### config.mk
export PLATFORM = sky130hd
export DESIGN_NAME = ccm_ctr_sched
export DESIGN_NICKNAME = d
export VERILOG_FILES = /design/src/rtl/ccm_ctr_sched.sv
export SDC_FILE = /design/constraint.sdc
export NUM_CORES = 1
export LEC_CHECK = 0
export ABC_AREA = 1
export ABC_CLOCK_PERIOD_IN_PS = 6900
export BUFFER_PORTS_ARGS = -buffer_cell sky130_fd_sc_hd__buf_4
export CORE_MARGIN = 8
export CORE_UTILIZATION = 50
export CTS_CLUSTER_DIAMETER = 120
export DETAILED_ROUTE_END_ITERATION = 12
export GPL_TIMING_DRIVEN = 0
export PLACE_DENSITY = 0.81
export SLEW_MARGIN = 20
export SYNTH_ARGS = -nofsm -noshare
export SYNTH_HDL_FRONTEND = slang
export SYNTH_SLANG_ARGS = --single-unit
### constraint.sdc
create_clock -name clk -period 6.9 [get_ports clk]
set_input_delay 0.69 -clock clk [delete_from_list [all_inputs] [get_ports clk]]
set_output_delay 0.69 -clock clk [all_outputs]
set_load 0.01 [all_outputs]
### src/rtl/ccm_ctr_sched.sv
// CCM counter-mode sequencer: packs byte-serial payload into 128-bit blocks,
// requests a keystream block per counter value and streams payload XOR keystream.
module ccm_ctr_sched #(
  parameter int WIDTH       = 8,
  parameter int WIDTH_NONCE = 100,
  parameter int WIDTH_FLAG  = 8,
  parameter int WIDTH_COUNT = 20
) (
  input  logic                   clk,
  input  logic                   reset,
  input  logic [WIDTH-1:0]       input_data,
  input  logic                   input_en,
  input  logic                   input_last,
  output logic                   input_ready,
  input  logic [WIDTH_NONCE-1:0] ccm_ctr_nonce,
  input  logic [WIDTH_FLAG-1:0]  ccm_ctr_flag,
  output logic                   aes_start,
  output logic [127:0]           aes_block,
  input  logic                   aes_done,
  input  logic [127:0]           aes_result,
  output logic [WIDTH-1:0]       out_data,
  output logic                   out_en,
  output logic                   busy,
  output logic                   ctr_overflow
);

  localparam int NBYTES = 128 / WIDTH;
  localparam int IW     = $clog2(NBYTES);

  localparam logic [IW-1:0]          IDX_ONE   = IW'(1);
  localparam logic [IW-1:0]          IDX_MAX   = IW'(NBYTES - 1);
  localparam logic [WIDTH_COUNT-1:0] COUNT_ONE = WIDTH_COUNT'(1);

  typedef enum logic [2:0] {IDLE, FILL, REQ, WAIT, DRAIN} state_e;

  state_e                 state_q, state_d;
  logic [127:0]           data_q, data_d;
  logic [127:0]           ks_q, ks_d;
  logic [IW-1:0]          idx_q, idx_d;
  logic                   last_q, last_d;
  logic [WIDTH_NONCE-1:0] nonce_q, nonce_d;
  logic [WIDTH_FLAG-1:0]  flag_q, flag_d;
  logic [WIDTH_COUNT-1:0] count_q, count_d;
  logic                   ovf_q, ovf_d;

  // Byte 0 of a block occupies the most significant lane.
  function automatic int lane_lsb(input logic [IW-1:0] idx);
    return (NBYTES - 1 - int'(idx)) * WIDTH;
  endfunction

  always_comb begin
    // NOTE: every next-state signal gets a hold default first so no path leaves
    // one unassigned, which would otherwise infer a latch.
    state_d = state_q;
    data_d  = data_q;
    ks_d    = ks_q;
    idx_d   = idx_q;
    last_d  = last_q;
    nonce_d = nonce_q;
    flag_d  = flag_q;
    count_d = count_q;
    ovf_d   = ovf_q;

    unique case (state_q)
      IDLE: begin
        if (input_en) begin
          nonce_d = ccm_ctr_nonce;
          flag_d  = ccm_ctr_flag;
          ovf_d   = 1'b0;
          count_d = COUNT_ONE;
          data_d  = '0;
          data_d[lane_lsb('0) +: WIDTH] = input_data;
          last_d  = input_last;
          idx_d   = input_last ? '0 : IDX_ONE;
          state_d = input_last ? REQ : FILL;
        end
      end
      FILL: begin
        if (input_en) begin
          data_d[lane_lsb(idx_q) +: WIDTH] = input_data;
          idx_d = idx_q + IDX_ONE;
          if (input_last || idx_q == IDX_MAX) begin
            idx_d   = '0;
            last_d  = input_last;
            state_d = REQ;
          end
        end else if (input_last) begin
          // An empty block after an exactly-full one needs no keystream.
          if (idx_q == '0) begin
            count_d = COUNT_ONE;
            state_d = IDLE;
          end else begin
            idx_d   = '0;
            last_d  = 1'b1;
            state_d = REQ;
          end
        end
      end
      REQ: state_d = WAIT;
      WAIT: begin
        if (aes_done) begin
          ks_d    = aes_result;
          state_d = DRAIN;
        end
      end
      DRAIN: begin
        idx_d = idx_q + IDX_ONE;
        if (idx_q == IDX_MAX) begin
          idx_d = '0;
          if (last_q) begin
            count_d = COUNT_ONE;
            state_d = IDLE;
          end else begin
            data_d  = '0;
            count_d = count_q + COUNT_ONE;
            if (&count_q) ovf_d = 1'b1;
            state_d = FILL;
          end
        end
      end
      default: state_d = IDLE;
    endcase
  end

  // NOTE: the block buffers are reset too, so unfilled lanes are zero padding
  // and no stale payload of an abandoned message can ever reach the output.
  always_ff @(posedge clk or negedge reset) begin
    if (!reset) begin
      state_q <= IDLE;
      data_q  <= '0;
      ks_q    <= '0;
      idx_q   <= '0;
      last_q  <= 1'b0;
      nonce_q <= '0;
      flag_q  <= '0;
      count_q <= COUNT_ONE;
      ovf_q   <= 1'b0;
    end else begin
      // NOTE: non-blocking assignments so every register samples pre-edge values.
      state_q <= state_d;
      data_q  <= data_d;
      ks_q    <= ks_d;
      idx_q   <= idx_d;
      last_q  <= last_d;
      nonce_q <= nonce_d;
      flag_q  <= flag_d;
      count_q <= count_d;
      ovf_q   <= ovf_d;
    end
  end

  // Outputs decode straight from state so a reset drops them without a clock.
  assign input_ready  = (state_q == IDLE) || (state_q == FILL);
  assign busy         = (state_q != IDLE);
  assign aes_start    = (state_q == REQ);
  assign aes_block    = (state_q == REQ || state_q == WAIT) ? {flag_q, nonce_q, count_q} : '0;
  assign out_en       = (state_q == DRAIN);
  assign out_data     = (state_q == DRAIN) ?
                        (data_q[lane_lsb(idx_q) +: WIDTH] ^ ks_q[lane_lsb(idx_q) +: WIDTH]) : '0;
  assign ctr_overflow = ovf_q;

endmodule

==> metrics.csv <==
metric;value;unit
Die Y-Extent;217;microns
gpl congestion;1.00;
Tcrit/Tclk final;0.618;
Starting Density;0.508;
Hold WS;0.0271;ns
max_slew headroom;0.431;
RSZ-0062 raised after global routing;no;
Synth Net Count;3092;
most frequent cell on the critical path;nand2_1;
largest net degree at the start of global routing;96;
clk buf depth;3;
Fin. Hold Viols;0;
Post-CTS Setup Bufs;0;
Pins Over Slew Limit;0;
Peak VDD IR;0.000292;V
most frequent cells in the layout;695 x nand2_1, 625 x nor2_1, 403 x buf_4;
DR vias/cell;5.36;
CTS tree;done;
Static Leak;13.5;nW
Num CTS Buffers;44;
initial antenna violation count;1;
Max FO, Critical Path;10;
number of max-cap violations;0;
total chip power;10.8;mW
share of cells above drive strength 1;0.170;
Root Buffer;clkbuf_16;
critical path type;flip-flop to primary output;
Syn Inst Count;2837;
Rows;73;
FF/Latch Area;9840;sq um
DP HPWL;56.5;mm
Seq cells post-synth;393;
Area growth syn-to-layout;25.6;%
clock skew after layout;0.00956;ns
CP max stage delay;0.71;ns
post_cts resized;0;
Clock H-tree levels;2;
Power per Cell Area;425;nW/um^2
GRT Util Overall;0.302;
Yosys Warn Count;0;
Worst-Skew Late Latency;0.58;ns
Core Box Area;39800;sq um
Pre-antenna DRT Iters;9;
vias in the first global route;20200;
CP Capture Type;primary output;
Syn Area/Cell;7.12;sq um
number of routed nets with antenna violations;0;
number of I/O pins;390;
# setup viols final;0;
Slew @ Worst Pin;0.853;ns
I/O Buffers;389;
area occupied by multi-input gates;8310;sq um
Tmin final;4.26;ns
Synth cell types;37;
Remaining DRCs;0;
clock slew at reported path FFs;0.06;ns
CP required;6.21;ns
WL per Instance;19.1;microns
class of the worst hold path;primary input to async pin;
Setup TNS;0;ns
Post-Syn Area;20200;sq um
Seq/Total Area, Yosys;0.487;
CTS Hold Bufs;0;
fmax;235;MHz
first-pass GRT wire length;113;mm
leading cell type in the layout, fill and taps excluded;nand2_1;
cells along the critical path;inv_1 > clkbuf_1 > clkbuf_1 > nand2_1 > nand2_1 > nand2_1 > nand3_1 > nand3_1 > nand2_1 > nor2_1 > nor2_1 > buf_4;
Worst Path Arrival;3.57;ns
Clock Sinks;393;
Startpoint Class;flip-flop;
outcome;complete, no violations;
DR iter-0 viols;2356;
grt ovf;0;
critical-path cell with the highest stage delay;clkbuf_1;
die width;217;microns
Layout Nets;3531;
total wire length;73.3;mm
DR vias;20600;
die area;47100;sq um
fillers;3517;
layer usage:
metal,vias up,part of all wire,global-route usage
li1,9568,-,-
met1,9764,0.40,0.394
met2,1051,0.46,0.488
met3,193,0.092,0.0656
met4,0,0.041,0.116
met5,-,0,0
path summary, 6_finish.rpt:
path                       cells after the start  slack (ns)                 start                endpoint
hold reg to reg                                1        0.50  ks_q[21]$_DFFE_PN0P_    ks_q[21]$_DFFE_PN0P_
min in group clk                               3        0.32      ccm_ctr_nonce[7]  nonce_q[7]$_DFFE_PN0P_
setup / recovery                              12        2.64  idx_q[0]$_DFFE_PN0P_             out_data[7]
hold / removal                                 1        0.03                 reset    ks_q[65]$_DFFE_PN0P_
max in group asynchronous                      3        5.58                 reset  count_q[0]$_DFFE_PN1P_
setup reg to reg                              14        3.10  idx_q[0]$_DFFE_PN0P_  data_q[69]$_DFFE_PN0P_
report_power, final:
part | internal, mW | switching [mW] | total, mW
logic | 1.61 | 3.50 | 5.11
registers | 3.06 | 0.256 | 3.31
clock network | 1.41 | 0.970 | 2.38
total | 6.07 | 4.72 | 10.8
sequential cells by signal (all words and copies together) (netlist names):
name          cells
idx_q             4
nonce_q         100
count_q          20
flag_q            8
ks_q            128
last_q            1
ctr_overflow      1
data_q          128
state_q           3
cell families (layout without fill, tap and decap cells):
logic type               after synthesis  after routing  share of synthesized area
multiplexers                          32             32                     0.0178
AO/OA/AOI/OAI                        359            359                     0.0902
other                                  0              2                          0
flip-flops                           393            393                      0.487
XOR/XNOR                               3              3                    0.00130
AND/OR/NAND/NOR                     1520           1520                      0.298
adder cells (fa/ha/maj)                6              6                    0.00371
buffers and inverters                524            996                      0.102
worst max-delay path: cells and delay by family, from the launching register on:
kind | cells | cell delay (ns)
flops | 1 | 0.42
simple gates | 8 | 1.07
buf+inv | 4 | 1.49
per-stage QoR:
stage | area, sq um | std cells | worst slack, ns | util
floorplan | 20200 | 2837 | 4.32 | -
detailed placement | 23900 | 3755 | 3.25 | 0.600
global placement | 23800 | 3751 | 1.30 | 0.597
CTS | 25400 | 3834 | 2.82 | 0.637
finish | 25400 | 3836 | 2.64 | 0.637
global route | 25400 | 3835 | 2.52 | 0.637
area by class of cell:
class,count,share of cell area
Timing Repair Buffer,393,0.120
Inverter,387,0.0572
Clock buffer,69,0.0543
Buffer,137,0.0241
Multi-Input combinational cell,1920,0.328
Sequential cell,393,0.388
Tap cell,525,0.0259
Antenna cell,2,0.000197
Clock inverter,10,0.00350
synth_stat cells:
cell type,count,share of area
inv_2,5,0.00093
o21ai_1,20,0.0050
buf_2,27,0.0067
o21ai_2,1,0.00043
o21ai_0,219,0.054
nor3_1,17,0.0042
nand3_1,151,0.037
a21oi_1,107,0.026
o22ai_1,6,0.0019
xor2_1,3,0.0013
o21bai_1,1,0.00037
a21oi_2,1,0.00043
buf_4,15,0.0056
ha_1,6,0.0037
dfstp_2,1,0.0013
clkbuf_1,78,0.014
inv_1,381,0.071
a31oi_1,2,0.00062
nor2_2,8,0.0025
nand2_1,695,0.13
buf_1,16,0.0030
nand4_1,10,0.0031
o31ai_1,1,0.00037
nor2_1,625,0.12
dfrtp_1,392,0.49
nor4_1,1,0.00031
buf_6,1,0.00056
nor3b_1,2,0.00074
nand3b_1,1,0.00037
nor2_4,4,0.0022
o221ai_1,1,0.00043
clkinv_1,1,0.00019
nand3_2,2,0.00099
or2_0,1,0.00031
mux2_2,32,0.018
nand2_2,2,0.00062
and3_1,1,0.00031
Note: power is estimated with default switching activity, not from simulation.
